[src/rtl/if_stage_pkg.sv]
// Shared types and constants for the instruction-fetch stage.
// Holds the bubble encoding, the reset PC default and the fetch FSM states.
package if_stage_pkg;

    localparam logic [31:0] NOP_INST_DEF = 32'h0000_0013;
    localparam logic [31:0] RESET_PC_DEF = 32'h0000_0000;

    typedef enum logic [1:0] {
        IF_RUN   = 2'd0,
        IF_STALL = 2'd1,
        IF_REDIR = 2'd2
    } if_state_e;

    // Stall reason codes reported by hazard_data.
    typedef enum logic [1:0] {
        PIP_NONE     = 2'd0,
        PIP_LOAD_USE = 2'd1,
        PIP_MEM_WAIT = 2'd2
    } pip_code_e;

endpackage

[src/rtl/if_stage_if.sv]
// Fetch-side bus: instruction ROM port plus the IF/ID register outputs.
// master = if_stage (drives ROM address and IF/ID), slave = ROM/decode side.
interface if_stage_if;
    import if_stage_pkg::*;

    logic [31:0] irom_addr;
    logic [31:0] irom_data;
    logic [31:0] ifid_pc_o;
    logic [31:0] ifid_inst_o;
    logic        ifid_valid_o;
    logic [4:0]  ifid_rs1_o;
    logic [4:0]  ifid_rs2_o;

    modport master (
        output irom_addr,
        input  irom_data,
        output ifid_pc_o,
        output ifid_inst_o,
        output ifid_valid_o,
        output ifid_rs1_o,
        output ifid_rs2_o
    );

    modport slave (
        input  irom_addr,
        output irom_data,
        input  ifid_pc_o,
        input  ifid_inst_o,
        input  ifid_valid_o,
        input  ifid_rs1_o,
        input  ifid_rs2_o
    );

endinterface

[src/rtl/if_stage_pc_gen.sv]
// PC register with next-PC selection and sticky misaligned-target flag.
// Ports: clk, rst, stop, redirect_valid/redirect_pc in; pc, misalign out.
module if_pc_gen
    import if_stage_pkg::*;
#(
    parameter logic [31:0] RESET_PC = RESET_PC_DEF
) (
    input  logic        clk,
    input  logic        rst,
    input  logic        stop,
    input  logic        redirect_valid,
    input  logic [31:0] redirect_pc,
    output logic [31:0] pc,
    output logic        misalign
);

    always_ff @(posedge clk) begin
        if (rst) begin
            pc       <= RESET_PC;
            misalign <= 1'b0;
        end else if (redirect_valid) begin
            // Low bits are dropped; the fault is only recorded.
            pc       <= redirect_pc & ~32'd3;
            misalign <= misalign | (redirect_pc[1:0] != 2'b00);
        end else if (!stop) begin
            pc <= pc + 32'd4;
        end
    end

endmodule

[src/rtl/if_stage.sv]
// Instruction fetch plus IF/ID register, fetch FSM and stall/flush counters.
// Ports: clk, rst, pipline_stop, redirect_*, fetch bus (master), misalign, counters.
module if_stage
    import if_stage_pkg::*;
#(
    parameter logic [31:0] RESET_PC = RESET_PC_DEF,
    parameter logic [31:0] NOP_INST = NOP_INST_DEF,
    parameter int          CNT_W    = 16
) (
    input  logic             clk,
    input  logic             rst,
    input  logic             pipline_stop,
    input  logic             redirect_valid,
    input  logic [31:0]      redirect_pc,
    if_stage_if.master       bus,
    output logic             fetch_misalign,
    output logic [CNT_W-1:0] stall_cnt,
    output logic [CNT_W-1:0] flush_cnt
);

    logic [31:0] pc;
    logic [31:0] ifid_pc_q;
    logic [31:0] ifid_inst_q;
    logic        ifid_valid_q;
    if_state_e   state_q;
    if_state_e   state_d;

    if_pc_gen #(
        .RESET_PC(RESET_PC)
    ) u_pc_gen (
        .clk           (clk),
        .rst           (rst),
        .stop          (pipline_stop),
        .redirect_valid(redirect_valid),
        .redirect_pc   (redirect_pc),
        .pc            (pc),
        .misalign      (fetch_misalign)
    );

    assign bus.irom_addr    = pc;
    assign bus.ifid_pc_o    = ifid_pc_q;
    assign bus.ifid_inst_o  = ifid_inst_q;
    assign bus.ifid_valid_o = ifid_valid_q;
    assign bus.ifid_rs1_o   = ifid_inst_q[19:15];
    assign bus.ifid_rs2_o   = ifid_inst_q[24:20];

    always_comb begin
        state_d = state_q;
        priority case (1'b1)
            redirect_valid: state_d = IF_REDIR;
            pipline_stop:   state_d = IF_STALL;
            default:        state_d = IF_RUN;
        endcase
    end

    always_ff @(posedge clk) begin
        if (rst) begin
            state_q <= IF_RUN;
        end else begin
            state_q <= state_d;
        end
    end

    always_ff @(posedge clk) begin
        if (rst) begin
            ifid_pc_q    <= 32'd0;
            ifid_inst_q  <= NOP_INST;
            ifid_valid_q <= 1'b0;
        end else if (redirect_valid) begin
            ifid_inst_q  <= NOP_INST;
            ifid_valid_q <= 1'b0;
        end else if (!pipline_stop) begin
            ifid_pc_q    <= pc;
            ifid_inst_q  <= bus.irom_data;
            ifid_valid_q <= 1'b1;
        end
    end

    // Counters stick at all-ones so long runs never read back as small.
    always_ff @(posedge clk) begin
        if (rst) begin
            stall_cnt <= '0;
            flush_cnt <= '0;
        end else if (redirect_valid) begin
            if (flush_cnt != '1) flush_cnt <= flush_cnt + 1'b1;
        end else if (pipline_stop) begin
            if (stall_cnt != '1) stall_cnt <= stall_cnt + 1'b1;
        end
    end

endmodule
[src/flat_wrapper.sv]
// flat-port wrapper written by rule: the top's interface ports become plain ports
module if_stage_flat import if_stage_pkg::*;
#(
    parameter logic [31:0] RESET_PC = RESET_PC_DEF,
    parameter logic [31:0] NOP_INST = NOP_INST_DEF,
    parameter int          CNT_W    = 16
)
  (clk, rst, pipline_stop, redirect_valid, redirect_pc, fetch_misalign, stall_cnt, flush_cnt, bus_irom_addr, bus_irom_data, bus_ifid_pc_o, bus_ifid_inst_o, bus_ifid_valid_o, bus_ifid_rs1_o, bus_ifid_rs2_o);
  if_stage_if bus_i ();
  input  logic clk;
  input  logic rst;
  input  logic pipline_stop;
  input  logic redirect_valid;
  input  logic [31:0] redirect_pc;
  output logic fetch_misalign;
  output logic [CNT_W-1:0] stall_cnt;
  output logic [CNT_W-1:0] flush_cnt;
  output wire logic [$bits(bus_i.irom_addr)-1:0] bus_irom_addr;
  input wire logic [$bits(bus_i.irom_data)-1:0] bus_irom_data;
  output wire logic [$bits(bus_i.ifid_pc_o)-1:0] bus_ifid_pc_o;
  output wire logic [$bits(bus_i.ifid_inst_o)-1:0] bus_ifid_inst_o;
  output wire logic [$bits(bus_i.ifid_valid_o)-1:0] bus_ifid_valid_o;
  output wire logic [$bits(bus_i.ifid_rs1_o)-1:0] bus_ifid_rs1_o;
  output wire logic [$bits(bus_i.ifid_rs2_o)-1:0] bus_ifid_rs2_o;
  assign bus_irom_addr = bus_i.irom_addr;
  assign bus_i.irom_data = bus_irom_data;
  assign bus_ifid_pc_o = bus_i.ifid_pc_o;
  assign bus_ifid_inst_o = bus_i.ifid_inst_o;
  assign bus_ifid_valid_o = bus_i.ifid_valid_o;
  assign bus_ifid_rs1_o = bus_i.ifid_rs1_o;
  assign bus_ifid_rs2_o = bus_i.ifid_rs2_o;
  if_stage #(.RESET_PC(RESET_PC), .NOP_INST(NOP_INST), .CNT_W(CNT_W)) u_core (.clk(clk), .rst(rst), .pipline_stop(pipline_stop), .redirect_valid(redirect_valid), .redirect_pc(redirect_pc), .bus(bus_i), .fetch_misalign(fetch_misalign), .stall_cnt(stall_cnt), .flush_cnt(flush_cnt));
endmodule
[config.mk]
export PLATFORM = sky130hd
export DESIGN_NAME = if_stage_flat
export DESIGN_NICKNAME = d
export VERILOG_FILES = /design/src/rtl/if_stage_pkg.sv /design/src/rtl/if_stage_if.sv /design/src/rtl/if_stage_pc_gen.sv /design/src/rtl/if_stage.sv /design/src/flat_wrapper.sv
export SDC_FILE = /design/constraint.sdc
export NUM_CORES = 1
export LEC_CHECK = 0
export BUFFER_PORTS_ARGS = -buffer_cell sky130_fd_sc_hd__buf_4
export CORE_MARGIN = 1
export CORE_UTILIZATION = 53
export DETAILED_ROUTE_END_ITERATION = 16
export PLACE_DENSITY = 0.92
export SYNTH_ARGS = -nofsm -noshare
export SYNTH_HDL_FRONTEND = slang
export SYNTH_SLANG_ARGS = --single-unit
[constraint.sdc]
create_clock -name clk -period 4.1 [get_ports clk]
set_input_delay 0.82 -clock clk [delete_from_list [all_inputs] [get_ports clk]]
set_output_delay 0.82 -clock clk [all_outputs]
set_load 0.1 [all_outputs]
==> results by group <==
Outcome
  • Status: finished clean

STA
  • # setup viols final: 0
  • Fmax: 433 MHz
  • Skew final: 6.85 ps
  • Hold slack: 449 ps
  • Final count of hold timing violations: 0
  • Worst slew margin: 0.201
  • Final min period: 2310 ps
  • Actual slew at the worst max-slew pin: 1200 ps
  • RSZ-0062 raised after global routing: no
  • Max-slew violations: 0
  • Fin crit share: 0.563
  • Total negative slack: 0 ps

Clock tree
  • Root buffer cell: clkbuf_8
  • Max Buffers Root-to-Sink: 2
  • Clock latency at the later pin of the worst-skew pair: 490 ps
  • Clock slew at reported path FFs: 60 ps
  • # hold bufs at CTS: 0
  • TritonCTS clock tree: built
  • H-tree lvl count: 4
  • Post-CTS Setup Bufs: 0
  • Post-CTS sizing: 0
  • CTS buffer count: 17
  • CTS Sinks: 126

Synthesis
  • Synth Instances: 647
  • Share of flip-flops with an asynchronous set or reset: 0
  • Synth Area in XOR/XNOR: 0.0847
  • Synth Cell Area: 0.00558 sq mm
  • Ranking of synthesized cells by area: dfxtp_1 (45%), xnor2_1 (7.7%), mux2i_1 (6.5%)
  • Post-synthesis compound-gate area fraction: 0.0986
  • Synth unique cells: 46
  • Main combinational cell family by area after synthesis: simple AND/OR/NAND/NOR gates
  • Post-Synth Adder-Cell Area: 0.00672
  • Count leader, synth: dfxtp_1
  • Synth cell count leaders: dfxtp_1 (126), nand2_1 (95), nor2_1 (91)
  • Mux contribution to synthesized area: 0.0645
  • Post-synth top flop: dfxtp_1
  • Synth area leader: dfxtp_1
  • Synth Area in Simple Gates: 0.234
  • Top cell type's share of synthesized area: 0.452
  • Ys Warns: 0
  • Post-synthesis register bit count: 126
  • Post-synthesis sequential area ratio: 0.452
  • Number of synthesized flops with an enable pin: 0
  • Syn avg cell area: 8.63 sq um

Power
  • Maximum vdd drop: 0.275 mV
  • Leakage power: 3.22 nW
  • Pwr dens: 456 mW/mm^2

Cells and area
  • Area grow syn2layout: 36.7%
  • # fillers: 766
  • Ant diodes: 0
  • Fraction of layout cells with a size suffix above 1: 0.308
  • Nets: 889
  • Footprint of the multi-input gates: 0.00274 sq mm
  • FF/Latch Area: 0.00252 sq mm

GRT
  • Global Route Usage Sum: 0.268
  • Largest net degree at the start of global routing: 50
  • First-pass GRT wire length: 24100 microns
  • Antenna violations before repair: 0
  • Total congestion overflow: 0
  • Vias in the first global route: 4921

Floorplanning
  • Die width: 105 microns
  • Starting density of the core: 0.543
  • I/O Pins: 208
  • Core area: 0.0103 sq mm
  • Die height: 105 microns
  • Total die area: 0.0109 sq mm
  • Num rows: 37

Setup path
  • Peak fanout along the critical path: 41
  • Crit-path cells: buf_4, nor2b_2, or3b_4, nor4_1, xnor2_1, nor2_1
  • CP delay by family, top: simple AND/OR/NAND/NOR gates
  • Crit end category: flip-flop
  • Critical Path Source Type: primary input
  • Critical Path RT: 4460 ps
  • Crit-path max cell delay: 500 ps
  • WP buf/inv: 1
  • Worst Path Arrival: 2670 ps
  • Setup CP Type: primary input to flip-flop
  • CP max-delay cell: buf_4

Detailed routing
  • Initial drt markers: 256
  • Drt pass-1 iters: 4
  • Remaining DRCs: 0
  • Vias: 5211
  • Via/cell ratio: 5.39
  • Drt wl/cell: 15.3 microns
  • Final Routed Wirelength: 14800 microns
  • ANT nets after route: 0

Min path
  • Tightest Hold Check Type: flip-flop to flip-flop

Placed design
  • HPWL reported at the end of detailed placement: 10200 microns
  • Placer's final routability congestion estimate: 0.870
  • Number of port buffers: 203

Run
  • MaxCap Viol Count: 0
## where the power goes
group | internal (W) | switching (W) | total (W)
Combinational | 0.000148 | 0.000459 | 0.000607
Clock | 0.00101 | 0.000550 | 0.00156
Sequential | 0.00127 | 0.0000509 | 0.00132
Total | 0.00242 | 0.00106 | 0.00348
## logic make-up after synthesis
group / Yosys count
AOI/OAI and AO/OA: 91
xor gates and xnor gates: 54
adders and majority gates: 3
buffers and inverters: 68
DFF: 126
muxes: 36
other: 1
and+or+nand+nor: 268
## flip-flops by register name, indices dropped and copies added, names as in the netlist
register / cells
u_core.flush_cnt: 16
u_core.bus.ifid_valid_o: 1
u_core.bus.ifid_inst_o: 32
u_core.u_pc_gen.misalign: 1
u_core.u_pc_gen.pc: 30
u_core.bus.ifid_pc_o: 30
u_core.stall_cnt: 16
## cell type report
cell class / instances / share of cell area
Clock buffer: 18 / 0.0561
Multi-Input combinational cell: 456 / 0.359
Tap cell: 136 / 0.0223
Timing Repair Buffer: 204 / 0.201
Inverter: 13 / 0.00639
Sequential cell: 126 / 0.330
Clock inverter: 13 / 0.0249
## per-layer routing
metal,vias to the layer above,GRT usage,part of all wire
met4,0,0.105,0.023
met5,-,0,0
li1,2521,-,-
met1,2425,0.333,0.43
met3,33,0.0487,0.064
met2,232,0.461,0.49
## worst min-delay path, delay by kind of cell (launching register included)
kind | cells | cell delay [ps]
compound gates | 1 | 50
buf+inv | 1 | 50
flops | 1 | 310
## through the flow
stage | power, W | setup WS [ps] | area, sq um | utilization | instances
2_1_floorplan | 0.00180 | 1620 | 5590 | - | 650
3_3_place_gp | 0.00194 | 1330 | 7020 | 0.683 | 935
3_5_place_dp | 0.00195 | 1260 | 7020 | 0.683 | 935
4_1_cts | 0.00350 | 1800 | 7630 | 0.743 | 966
5_1_grt | 0.00359 | 1620 | 7630 | 0.743 | 966
6_report | 0.00348 | 1790 | 7630 | 0.743 | 966
## path summary, 6_finish.rpt
| path | from | end | slack (ps) | depth (start not counted) |
|---|---|---|---|---|
| max | pipline_stop | u_core.stall_cnt[12] | 1790 | 6 |
| min | u_core.bus.ifid_valid_o | u_core.bus.ifid_valid_o | 450 | 2 |
| max reg2reg | u_core.u_pc_gen.pc[7] | u_core.u_pc_gen.pc[22] | 2000 | 5 |
| min reg2reg | u_core.bus.ifid_valid_o | u_core.bus.ifid_valid_o | 450 | 2 |
## cells in the final DEF, fill, tap and decap left out, types with 6 or more instances in the layout
cell type	netlist	final
a211oi_1	20	20
buf_4	18	204
and3_1	6	6
inv_1	13	13
nand4_1	12	12
nand2_1	95	95
dfxtp_1	126	126
a21oi_1	52	52
nand3_1	13	13
clkbuf_16	0	16
nor2_1	91	90
xnor2_1	49	49
nor3_1	9	9
o21ai_0	6	6
mux2i_1	36	36
No activity file was read; power rests on OpenSTA's default activity.
